File: config.mk
export PLATFORM = sky130hd
export DESIGN_NAME = serial_paralelo_cond_rx
export DESIGN_NICKNAME = d
export VERILOG_FILES = /design/src/rtl/serial_paralelo_cond_rx_pkg.sv /design/src/rtl/serial_shift8.sv /design/src/rtl/serial_paralelo_cond_rx.sv
export SDC_FILE = /design/constraint.sdc
export NUM_CORES = 1
export LEC_CHECK = 0
export CORE_MARGIN = 2
export CORE_UTILIZATION = 52
export DETAILED_ROUTE_END_ITERATION = 7
export PLACE_DENSITY = 0.76
export SKIP_LAST_GASP = 1
export SLEW_MARGIN = 10
export SYNTH_ARGS = -nofsm -noshare
export SYNTH_HDL_FRONTEND = slang
export SYNTH_SLANG_ARGS = --single-unit
File: constraint.sdc
create_clock -name clk_32f -period 2.1 [get_ports clk_32f]
set_input_delay 0.315 -clock clk_32f [delete_from_list [all_inputs] [get_ports clk_32f]]
set_output_delay 0.315 -clock clk_32f [all_outputs]
set_load 0.01 [all_outputs]
File: src/rtl/serial_paralelo_cond_rx_pkg.sv
// Shared constants and state encoding for the comma-aligned serial-to-parallel receiver.
package serial_paralelo_cond_rx_pkg;

  localparam logic [7:0]  COMMA       = 8'hBC;
  localparam int unsigned COMMA_COUNT = 4;
  localparam int unsigned CNT_W       = 3;

  typedef enum logic [1:0] {
    StSearch  = 2'd0,
    StAligned = 2'd1,
    StActive  = 2'd2
  } state_e;

endpackage

File: src/rtl/serial_shift8.sv
// 8-bit MSB-first serial shift register with asynchronous active-low clear.
module serial_shift8 (
  input  logic       clk_i,
  input  logic       rst_ni,
  input  logic       bit_i,
  output logic [7:0] data_o
);

  logic [7:0] sh_q;

  always_ff @(posedge clk_i or negedge rst_ni) begin
    if (!rst_ni) begin
      sh_q <= '0;
    end else begin
      sh_q <= {sh_q[6:0], bit_i};
    end
  end

  assign data_o = sh_q;

endmodule

File: src/rtl/serial_paralelo_cond_rx.sv
// Per-lane receiver: finds byte alignment on the comma, locks after a run of aligned
// commas, then presents each received byte with a valid flag and a one-cycle strobe.
module serial_paralelo_cond_rx
  import serial_paralelo_cond_rx_pkg::*;
#(
  parameter logic [7:0]  Comma      = COMMA,
  parameter int unsigned CommaCount = COMMA_COUNT
) (
  input  logic       clk_32f,
  input  logic       reset_L,
  input  logic       data_in,
  output logic [7:0] data_out,
  output logic       valid_out,
  output logic       byte_strobe,
  output logic       active
);

  localparam logic [CNT_W-1:0] CntMax = CNT_W'(CommaCount);

  logic [7:0]       sh;
  state_e           state_q;
  logic [CNT_W-1:0] bit_cnt_q;
  logic [CNT_W-1:0] comma_cnt_q;
  logic [CNT_W-1:0] comma_inc;
  logic [7:0]       data_q;
  logic             valid_q;
  logic             strobe_q;
  logic             active_q;
  logic             is_comma;
  logic             boundary;

  serial_shift8 u_shift (
    .clk_i  (clk_32f),
    .rst_ni (reset_L),
    .bit_i  (data_in),
    .data_o (sh)
  );

  assign is_comma = (sh == Comma);
  // bit_cnt is cleared on the edge that consumed the detecting comma, so the
  // window holds a full aligned byte whenever it reads 7.
  assign boundary = (bit_cnt_q == 3'd7);
  assign comma_inc = (comma_cnt_q == CntMax) ? comma_cnt_q : comma_cnt_q + 3'd1;

  always_ff @(posedge clk_32f or negedge reset_L) begin
    if (!reset_L) begin
      state_q     <= StSearch;
      bit_cnt_q   <= '0;
      comma_cnt_q <= '0;
      data_q      <= 8'h00;
      valid_q     <= 1'b0;
      strobe_q    <= 1'b0;
      active_q    <= 1'b0;
    end else begin
      bit_cnt_q <= bit_cnt_q + 3'd1;
      strobe_q  <= 1'b0;
      unique case (state_q)
        StSearch: begin
          if (is_comma) begin
            bit_cnt_q   <= '0;
            comma_cnt_q <= 3'd1;
            state_q     <= StAligned;
          end
        end
        StAligned: begin
          if (boundary) begin
            if (is_comma) begin
              comma_cnt_q <= comma_inc;
              if (comma_inc == CntMax) begin
                state_q  <= StActive;
                active_q <= 1'b1;
              end
            end else begin
              comma_cnt_q <= '0;
              state_q     <= StSearch;
            end
          end
        end
        StActive: begin
          if (boundary) begin
            data_q   <= sh;
            valid_q  <= !is_comma;
            strobe_q <= 1'b1;
          end
        end
        default: begin
          state_q <= StSearch;
        end
      endcase
    end
  end

  assign data_out    = data_q;
  assign valid_out   = valid_q;
  assign byte_strobe = strobe_q;
  assign active      = active_q;

endmodule

# After elaboration in Yosys (flattened, before gate mapping)

Cells that the tools add are included.

Add/sub/neg operators: 2
Equal/unequal tests: 9
Mux-type cells: 14
Bitwise gates (word level): 1
Reductions and logical operators: 7

Operators by type and width:

| operator            | count |
|---|---|
| $mux 3              | 6 |
| $eq 3x3->1 const B  | 3 |
| $eq 8x8->1 const B  | 1 |
| $mux 2              | 4 |
| $reduce_and 4->1    | 2 |
| $add 3x1->3 const B | 2 |
| $pmux 2 s3          | 1 |
| $pmux 3 s2          | 1 |
| $ne 2x2->1 const B  | 2 |
| $ne 3x3->1 const B  | 1 |
| $reduce_and 3->1    | 1 |
| $eq 2x1->1 const B  | 1 |
| $eq 2x2->1 const B  | 1 |
| $logic_not 2->1     | 1 |
| $mux 1              | 2 |
| $reduce_and 2->1    | 1 |
| $reduce_bool 2->1   | 1 |
| $logic_not 1->1     | 1 |
| $not 1->1           | 1 |

Bits in registers: 27
Word-level logic and storage cells: 41

# Logic depth before layout (Yosys ltp)

Depth in word-level cells: 7
Depth in mapped cells: 6
Mapped depth without buffers: 5

# By module

A second synthesis with hierarchy kept.

Cells, all modules: 80
Area, all modules: 1087.3 µm²

By module, submodules not included:

| module                  | times used | cells an instance | area each (µm²) |
|---|---|---|---|
| serial_paralelo_cond_rx | 1          | 72                | 887.1 |
| serial_shift8           | 1          | 8                 | 200.2 |

# Worst setup path before layout

OpenSTA, ideal clock, no wires.

Path kind: register to register
Start point: register comma_cnt_q[0]
End point: register state_q[1]
Data arrival time: 1.560 ns
Required time: 2.033 ns
Slack: 0.473 ns
Stages on the path, launching flop included: 6
Period minus slack after synthesis: 1.627 ns
Cells stage by stage: dfrtp_1 inv_1 ha_1 or3b_1 a311oi_2 a32o_1

Longest elaborated chain between the ends: 5

Ends and longest elaborated chain:

| element                                   | line                          | source |
|---|---|---|
| start, declared                           | serial_paralelo_cond_rx.sv:23 | `logic [CNT_W-1:0] comma_cnt_q;` |
| start signal, assigned                    | serial_paralelo_cond_rx.sv:68 | `comma_cnt_q <= comma_inc;` |
| $add 3x1->3 or $eq 3x3->1 (tied branches) | serial_paralelo_cond_rx.sv:43 | `assign comma_inc = (comma_cnt_q == CntMax) ? comma_cnt_q : comma_cnt_q + 3'd1;` |
| $mux 3 *                                  | serial_paralelo_cond_rx.sv:43 |  |
| $eq 3x3->1 *                              | serial_paralelo_cond_rx.sv:69 | `if (comma_inc == CntMax) begin` |
| $ne 3x3->1 (no line) *                    | -                             |  |
| $reduce_and 4->1 (no line) *              | -                             |  |
| end signal, assigned                      | serial_paralelo_cond_rx.sv:47 | `state_q <= StSearch;` |
| end signal, assigned                      | serial_paralelo_cond_rx.sv:70 | `state_q <= StActive;` |
| end signal, assigned                      | serial_paralelo_cond_rx.sv:75 | `state_q <= StSearch;` |
| end, declared                             | serial_paralelo_cond_rx.sv:21 | `state_e state_q;` |

Mark *: on every way between the ends. The rest lies on a longest branch, timed or not.
A chain may end at the register's enable or synchronous reset.

# Final worst setup path

Same ends and word-level chain as after synthesis.

==> flow_summary.ini <==
[run_status]
status = complete, no violations

[critical_path]
startpoint = comma_cnt_q[0]
required_ps = 2370
reg2regPathDepth = 5
startpoint_type = register
critPathTopFamily = compound AO/OA/AOI/OAI gates
endpoint_kind = register
worstSetupPathType = reg -> reg
reg2reg_to = state_q[1]
crit_buf_inv = 1
crit_chain = inv_1 > ha_1 > or3b_1 > a311oi_2 > a32o_1
endpoint = state_q[1]
worstReg2RegStart = comma_cnt_q[0]
slowest_stage = dfrtp_1
rrSetupSlack_ps = 260
cpPeakStageDelay_ps = 470
worst-path-max-fanout = 6
path_depth = 5
arrival_ps = 2100

[sta]
fin_skew_ps = 3.77
grt_setup_unrepaired = false
finalSetupViolCount = 0
fin_setup_tns_ps = 0
whs_ps = 353
slew_headroom_pct = 66.9
drv_slew = 0
tightest_slew_ps = 496
finalHoldViolCount = 0
min_period_ps = 1840
fmax_ghz = 0.545
finalCritPeriodShare_pct = 87.4

[worst_hold_path]
hold_class = in -> async

[grt]
first_global_vias = 687
grt_max_degree = 28
grt_pass1_wl_um = 3070
antenna_found_initial = 0
grt_overflow = 0
grtUsageTotal_pct = 16.5

[place]
dp_hpwl_um = 1250
gp_congestion = 0.797
portBuffers = 13

[clock_tree]
tritoncts = yes
path_clk_slew_ps = 130
cts_setup_buffers = 0
clockBufferDepth = 2
cts-buffers-inserted = 3
hold_buffers = 0
cts-root-buf = clkbuf_4
ctsHtreeMaxLevel = 1
cts_repair_resize_count = 0
cts.sinks = 27
clock_latency_ps = 320

[die]
fp.dieH_um = 50.0
die_w_um = 50.0
pin_count = 14
core_area_mm2 = 0.00198
rows = 16
initial_utilization_pct = 55.4
die-area_mm2 = 0.00250

[cells_and_area]
fin_util_pct = 65.0
nets = 106
layout-drive-gt1-share_pct = 16.3
antenna-diode-count = 0
areaGrowthSynthToFinish_pct = 17.3

[yosys]
ys_seq_area_share_pct = 61.5
synth.cell_area_mm2 = 0.00110
syn_inst = 82
synth_common_cells = dfrtp_1 (27), mux2_2 (8), inv_1 (6)
synthFlopType = dfrtp_1
synth_top_cell_area_share_pct = 61.5
synth_edf_count = 0
ys_seq_elements = 27
ys_warn_count = 0
syn-num-nets = 89
synth.top_cells.by_area = dfrtp_1 (62%), mux2_2 (8.2%), ha_1 (4.6%)
synth_area_per_cell_um2 = 13.4
synth.most_common_cell = dfrtp_1
synthArstFlopShare_pct = 100
yosysTopAreaCell = dfrtp_1
synth_cell_type_count = 30

[drt]
wire_per_inst_um = 13.6
vias_per_cell = 5.35
vias = 669
first_pass_iters = 4
ant_nets = 0
drc_errors = 0
drt_iter0_drc = 9
wl_um = 1700

[run]
cap_violations = 0

[power_and_ir_drop]
leakagePower_uw = 0.000595
power.total_uw = 915
power_density_mw_per_mm2 = 710
irDropWorstVdd_uv = 405
==> cell families after synthesis <==
| kind of cell | synth area share, % |
|---|---|
| compound gates | 9.00 |
| fa+ha+maj | 4.56 |
| buf+inv | 2.85 |
| flops | 61.5 |
| mux | 9.11 |
| simple gates | 13.0 |
==> metal layers <==
metal	global-route usage [%]	up-vias	wire length, µm
met3	2.73	4	45
met5	0	-	0
met4	8.33	0	29
li1	-	327	-
met2	27.6	10	828
met1	20.7	328	799
==> cells in the final DEF, fill, tap and decap left out, drive strengths merged <==
master          n
and3b           1
nand4           1
mux2i           1
a31o            1
o311ai          1
ha              4
clkbuf          3
mux2            8
nor2            2
a32o            1
nand3b          2
o21ai           2
inv             6
nor3b           1
nand3           1
nand2           3
a311o           1
and3            1
a21oi           2
a311oi          1
clkdlybuf4s50  13
clkinv          1
nor2b           2
and4b           1
dfrtp          27
o32ai           2
or3b            1
and4bb          1
buf             1
o221ai          1
nand2b          2
and2            3
==> how the worst min path moves through the flow <==
stage | from | end | slack, ps | cells past startpoint
after CTS | reset_L | state_q[1] | 350 | 2
final | reset_L | u_shift.data_o[0] | 350 | 2
after global routing | reset_L | byte_strobe | 380 | 2
after detailed placement | u_shift.data_o[4] | u_shift.data_o[5] | 380 | 0
after global placement | u_shift.data_o[3] | u_shift.data_o[4] | 380 | 0
after floorplan | reset_L | active | 20 | 0
==> flip-flops by register name, indices dropped and copies added, names as in the netlist <==
name and count:
active 1, u_shift.data_o 8, comma_cnt_q 3, bit_cnt_q 3, state_q 2, valid_out 1
data_out 8, byte_strobe 1
==> layout make-up <==
type,instances,area (µm²)
Timing Repair Buffer,14,138
Multi-Input combinational cell,47,392
Fill cell,146,693
Sequential cell,27,676
Tap cell,27,33.8
Clock inverter,1,5.00
Clock buffer,3,22.5
Inverter,6,22.5
==> per-stage QoR <==
| step | std cells | setup WS [ps] | instance area [µm²] |
|---|---|---|---|
| after global placement | 121 | 324 | 1260 |
| after floorplan | 82 | 473 | 1100 |
| after CTS | 125 | 273 | 1290 |
| after detailed placement | 121 | 320 | 1260 |
| final | 125 | 264 | 1290 |
| after global routing | 125 | 154 | 1290 |
==> worst register-to-register path, cell delays in order (launching register included) <==
cell	delay, ps
dfrtp_1	470
inv_1	100
ha_1	250
or3b_1	400
a311oi_2	350
a32o_1	220
==> power breakdown <==
| part | switching [µW] | internal [µW] | leakage [µW] |
|---|---|---|---|
| clock network | 143 | 71.3 | 0.0000177 |
| logic | 65.6 | 60.7 | 0.000228 |
| registers | 20.5 | 555 | 0.000349 |
(Power assumes the default switching activity.)
==> patch 1 (same flow settings) <==
Change the package constant `CNT_W` from 3 to 4.
--- a/src/rtl/serial_paralelo_cond_rx_pkg.sv
+++ b/src/rtl/serial_paralelo_cond_rx_pkg.sv
@@ -4,5 +4,5 @@
   localparam logic [7:0]  COMMA       = 8'hBC;
   localparam int unsigned COMMA_COUNT = 4;
-  localparam int unsigned CNT_W       = 3;
+  localparam int unsigned CNT_W       = 4;
 
   typedef enum logic [1:0] {
Check against the original RTL: no difference found for any inputs over 10 cycles, from zero or initial values and one cycle with reset_L low; that may be too few to reach the edited logic, so the function may still have changed.
==> patch 1 against the original RTL <==
Wire length is 24% higher. Die area increased by 11%. First-iteration DRC count up 100%. Cell area is 14% higher. Synthesized area grew 12%. Global-route usage increased by 2.5 points. Sequential cell count is 2 higher. Utilization rose by 0.63 points. Total power rose by 28%. Worst hold slack improved by 0.0039 ns. Non-clock buffer count is 2 higher. Setup slack got worse by 0.051 ns.
==> patch 1: results (changes against the original RTL) <==
| Metric | Value |
|---|---|
| CTS HTree Levels | `2 (+1)` |
| Signal buf overhead | `10.4% (-0.27 points)` |
| Met3 wire length | `152 um (+240%)` |
| Setup WS pre-CTS | `0.283 ns (-0.0371 ns)` |
| Pleak | `0.656 nW (+10%)` |
| Synth cell count leaders | `dfrtp_1, mux2_2, nor2_1, nand2_1, o21ai_0` |
| Detailed Route WL | `2120 um (+24%)` |
| Nets | `122 (+15%)` |
| Total area of sequential cells | `726 um^2 (+7.4%)` |
| Post-Synth Adder-Cell Area | `3.05% (-1.5 points)` |
| Vias per cell | `5.74 (+7.3%)` |
| Post-route insts no fill | `145 (+16%)` |
| VDD IR max | `0.000744 V (+84%)` |
| Synth Area in Compound Gates | `12.3% (+3.3 points)` |
| Vias in the first global route | `790 (+15%)` |
| M1 wire length | `936 um (+17%)` |
| #MultiIn Comb | `61 (+30%)` |
| Sequential share of the synthesized area | `58.9% (-2.6 points)` |
| Post-synthesis xor/xnor area fraction | `1.42% (+1.4 points)` |
| Hpwl dp | `1470 um (+17%)` |
| Met2 WL | `970 um (+17%)` |
| Post-Route Skew | `0.00708 ns (+0.00330 ns)` |
| Logic pwr share | `12.7% (-1.1 points)` |
| Detailed Route Iter0 Violations | `18 (+9)` |
| Worst-path clk slew | `0.09 ns (-0.04 ns)` |
| Layout filler cell count | `175 (+20%)` |
| CP max FO | `10 (+4)` |
| Overall global routing resource usage | `19.0% (+2.5 points)` |
| CTS sink count | `29 (+7.4%)` |
| First-pass GRT wire length | `3590 um (+17%)` |
| Slew @ Worst Pin | `0.438 ns (-0.0578 ns)` |
| Run status | `finished, final reports clean` |
| Net count after synthesis | `104 (+17%)` |
| Synth area leaders | `dfrtp_1, mux2_2, ha_1` |
| Clock network share of area | `4.78% (+2.6 points)` |
| Count of non-CTS inverters in the layout | `3 (-3)` |
| Multiplexer share of the synthesized area | `8.13% (-0.98 points)` |
| Syn Area/Cell | `12.6 um^2 (-6.2%)` |
| Sequential Power Share | `54.6% (-8.2 points)` |
| Largest net degree at the start of global routing | `30 (+7.1%)` |
| Core Footprint | `2230 um^2 (+13%)` |
| Num CTS Buffers | `5 (+2)` |
| R2R depth | `6 (+1)` |
| Seq. pwr | `639 uW (+11%)` |
| Area after DPL | `1400 um^2 (+11%)` |
| Netlist cell types | `34 (+13%)` |
| Switching power | `307 uW (+34%)` |
==> patch 1: worst paths after layout <==
path	startpoint	end	slack (ns)
worst min register to register	u_shift.data_o[0]	u_shift.data_o[1]	0.40
min in group clk_32f	u_shift.data_o[0]	u_shift.data_o[1]	0.40
max in group asynchronous	reset_L	data_out[1]	1.48
worst max register to register	comma_cnt_q[0]	state_q[0]	0.21
worst max-delay path	comma_cnt_q[0]	state_q[0]	0.21
worst min-delay path	reset_L	u_shift.data_o[6]	0.36
==> patch 1: kinds of logic (layout without fill, tap and decap cells) <==
| family | count (synthesis) | count (layout) |
|---|---|---|
| flops | 29 | 29 |
| compound gates | 18 | 18 |
| simple gates | 29 | 29 |
| buf+inv | 8 | 27 |
| mux | 9 | 9 |
| xor+xnor | 2 | 2 |
| fa+ha+maj | 3 | 3 |
==> patch 1: routing by layer <==
metal	up-vias	global-route usage, %
li1	388	-
met1	405	24.8
met2	32	26.9
met3	8	6.00
met4	0	12.8
met5	-	0
==> patch 2 (config.mk and constraints unchanged) <==
Made on the original files. The 3 states of `state_e` get a one-hot encoding in 3 bits.
--- a/src/rtl/serial_paralelo_cond_rx_pkg.sv
+++ b/src/rtl/serial_paralelo_cond_rx_pkg.sv
@@ -6,8 +6,8 @@
   localparam int unsigned CNT_W       = 3;
 
-  typedef enum logic [1:0] {
-    StSearch  = 2'd0,
-    StAligned = 2'd1,
-    StActive  = 2'd2
+  typedef enum logic [2:0] {
+    StSearch  = 3'b001,
+    StAligned = 3'b010,
+    StActive  = 3'b100
   } state_e;
 
Function: same outputs for any inputs over 10 cycles, from zero or initial values and one cycle with reset_L low; not proved beyond that.
==> patch 2 against the original RTL <==
Wire length grew 16%. Critical path type unchanged. Utilization grew 0.20 points. Total power grew 0.70%. Cell area grew 8.7%. Sequential share of layout area shrank 2.3 points. Sequential cell count grew 1. Synthesized area grew 5.0%. Non-clock buffer count grew 6. Setup slack lost 0.20 ns. Final cell count grew 12%.
==> patch 2: results (changes against the original RTL) <==
| Metric | Value |
|---|---|
| Run status | `finished, final reports clean` |
| Overall global routing resource usage | `17.8% (+1.3 points)` |
| Vias per cell | `5.41 (+1.2%)` |
| Initial antenna violation count | `0 (unchanged)` |
| Synth cell count leaders | `dfrtp_1, mux2_2, a21oi_1, inv_1, nand2_1` |
| Switching share of power | `22.5% (-2.5 points)` |
| Hpwl dp | `1380 um (+10%)` |
| Nets | `120 (+13%)` |
| Cell family with most CP delay | `simple AND/OR/NAND/NOR gates` |
| Setup TNS | `0 ns (unchanged)` |
| Root buffer cell | `clkbuf_4` |
| First-pass DRT Iterations | `4 (unchanged)` |
| CTS HTree Levels | `1 (unchanged)` |
| Worst min path class | `input pin to async pin` |
| Vias in the first global route | `796 (+16%)` |
| Port Buf Inserts | `13 (unchanged)` |
| Worst skew pair latency | `0.32 ns (about the same)` |
| Detailed Route Iter0 Violations | `11 (+2)` |
| VDD IR max | `0.000517 V (+28%)` |
| R2R depth | `6 (+1)` |
| Synth area leaders | `dfrtp_1, mux2_2, ha_1` |
| Max incr delay on CP | `0.49 ns (+0.02 ns)` |
| Post-Route Skew | `0.00658 ns (+0.00281 ns)` |
| Largest net degree at the start of global routing | `29 (+3.6%)` |
| R2R Path Start | `comma_cnt_q[0]` |
| Synth Area in Compound Gates | `9.33% (+0.33 points)` |
| Netlist cell types | `30 (unchanged)` |
| Sequential share of the synthesized area | `60.8% (-0.66 points)` |
| Syn. warnings | `0 (unchanged)` |
| Net count after synthesis | `97 (+9.0%)` |
| RR Endpoint | `active` |
| Slowest stage cell, crit path | `or4b_4` |
| Detailed Route WL | `1980 um (+16%)` |
| Area after DPL | `1350 um^2 (+6.8%)` |
| Ant diodes | `0 (unchanged)` |
| CP max FO | `4 (-2)` |
| CP arrival | `2.30 ns (+0.20 ns)` |
| Reg2reg setup slack | `0.06 ns (-0.20 ns)` |
| Multiplexer share of the synthesized area | `9.65% (+0.54 points)` |
| Slew @ Worst Pin | `0.519 ns (+0.0238 ns)` |
| Num CTS Buffers | `3 (unchanged)` |
| Synth Flop Type | `dfrtp_1` |
| First-pass GRT wire length | `3390 um (+10%)` |
| Pleak | `0.639 nW (+7.4%)` |
| RePlAce Congestion | `0.682 (-14%)` |
| Post-Synth Adder-Cell Area | `4.34% (-0.22 points)` |
| Worst-path clk slew | `0.14 ns` |
| Post-synthesis xor/xnor area fraction | `0% (unchanged)` |
| Ratio of cells with drive above 1 in the final layout | `22.3% (+6.0 points)` |
| Async SR Flop Fraction | `100% (unchanged)` |
| CTS Buffer Depth | `2 (unchanged)` |
patch 2: cell types whose count changed after synthesis, sizes merged, moves of 2 or more:
cell and delta:
a21oi +4, nand2 +2, nand2b +2, nand3b -2, nor2b -2, o32ai -2
patch 2: cell families after synthesis:
| logic type | after synthesis |
|---|---|
| compound gates | 16 |
| fa+ha+maj | 4 |
| buf+inv | 7 |
| flops | 28 |
| mux | 10 |
| simple gates | 25 |
patch 2: power groups by stage:
stage,clock (mW),combinational (mW),sequential (mW)
after floorplan,0,0.0560,0.589
after global placement,0,0.0833,0.591
after detailed placement,0,0.0883,0.592
after CTS,0.260,0.0899,0.582
after global routing,0.282,0.104,0.585
final,0.253,0.0877,0.581
patch 2: layer usage:
layer | global-route usage (%) | part of all wire [%] | up-vias
li1 | - | - | 364
met1 | 23.2 | 47 | 379
met2 | 29.2 | 50 | 13
met3 | 3.51 | 2.1 | 2
met4 | 7.21 | 0.81 | 0
met5 | 0 | 0 | -
patch 2: worst max path at each step:
stage | end | slack [ns] | startpoint | cells after the start
after global routing | active | 0.006 | comma_cnt_q[0] | 6
after CTS | active | 0.01 | comma_cnt_q[0] | 6
after detailed placement | active | 0.05 | comma_cnt_q[0] | 6
after global placement | active | 0.12 | comma_cnt_q[0] | 6
after floorplan | active | 0.15 | comma_cnt_q[0] | 6
final | active | 0.06 | comma_cnt_q[0] | 6
patch 2: final cells by class:
| cell class | instances | area (um^2) |
|---|---|---|
| Inverter | 5 | 18.8 |
| Tap cell | 28 | 35.0 |
| Multi-Input combinational cell | 55 | 427 |
| Clock buffer | 4 | 36.3 |
| Timing Repair Buffer | 20 | 183 |
| Fill cell | 168 | 747 |
| Sequential cell | 28 | 702 |
patch 2: timing repair:
action,4_1_cts,5_1_grt
endpoints found under the setup margin,0,2
setup buffers,0,2
resized for setup,0,1
patch 2: per-stage QoR:
stage	total power, mW	instances	setup WS, ns	hold slack (ns)
after CTS	0.931	138	0.0101	0.362
after global placement	0.674	134	0.124	0.381
after floorplan	0.645	90	0.154	0.0194
after global routing	0.971	140	0.00556	0.364
after detailed placement	0.681	134	0.0493	0.384
final	0.922	140	0.0645	0.348
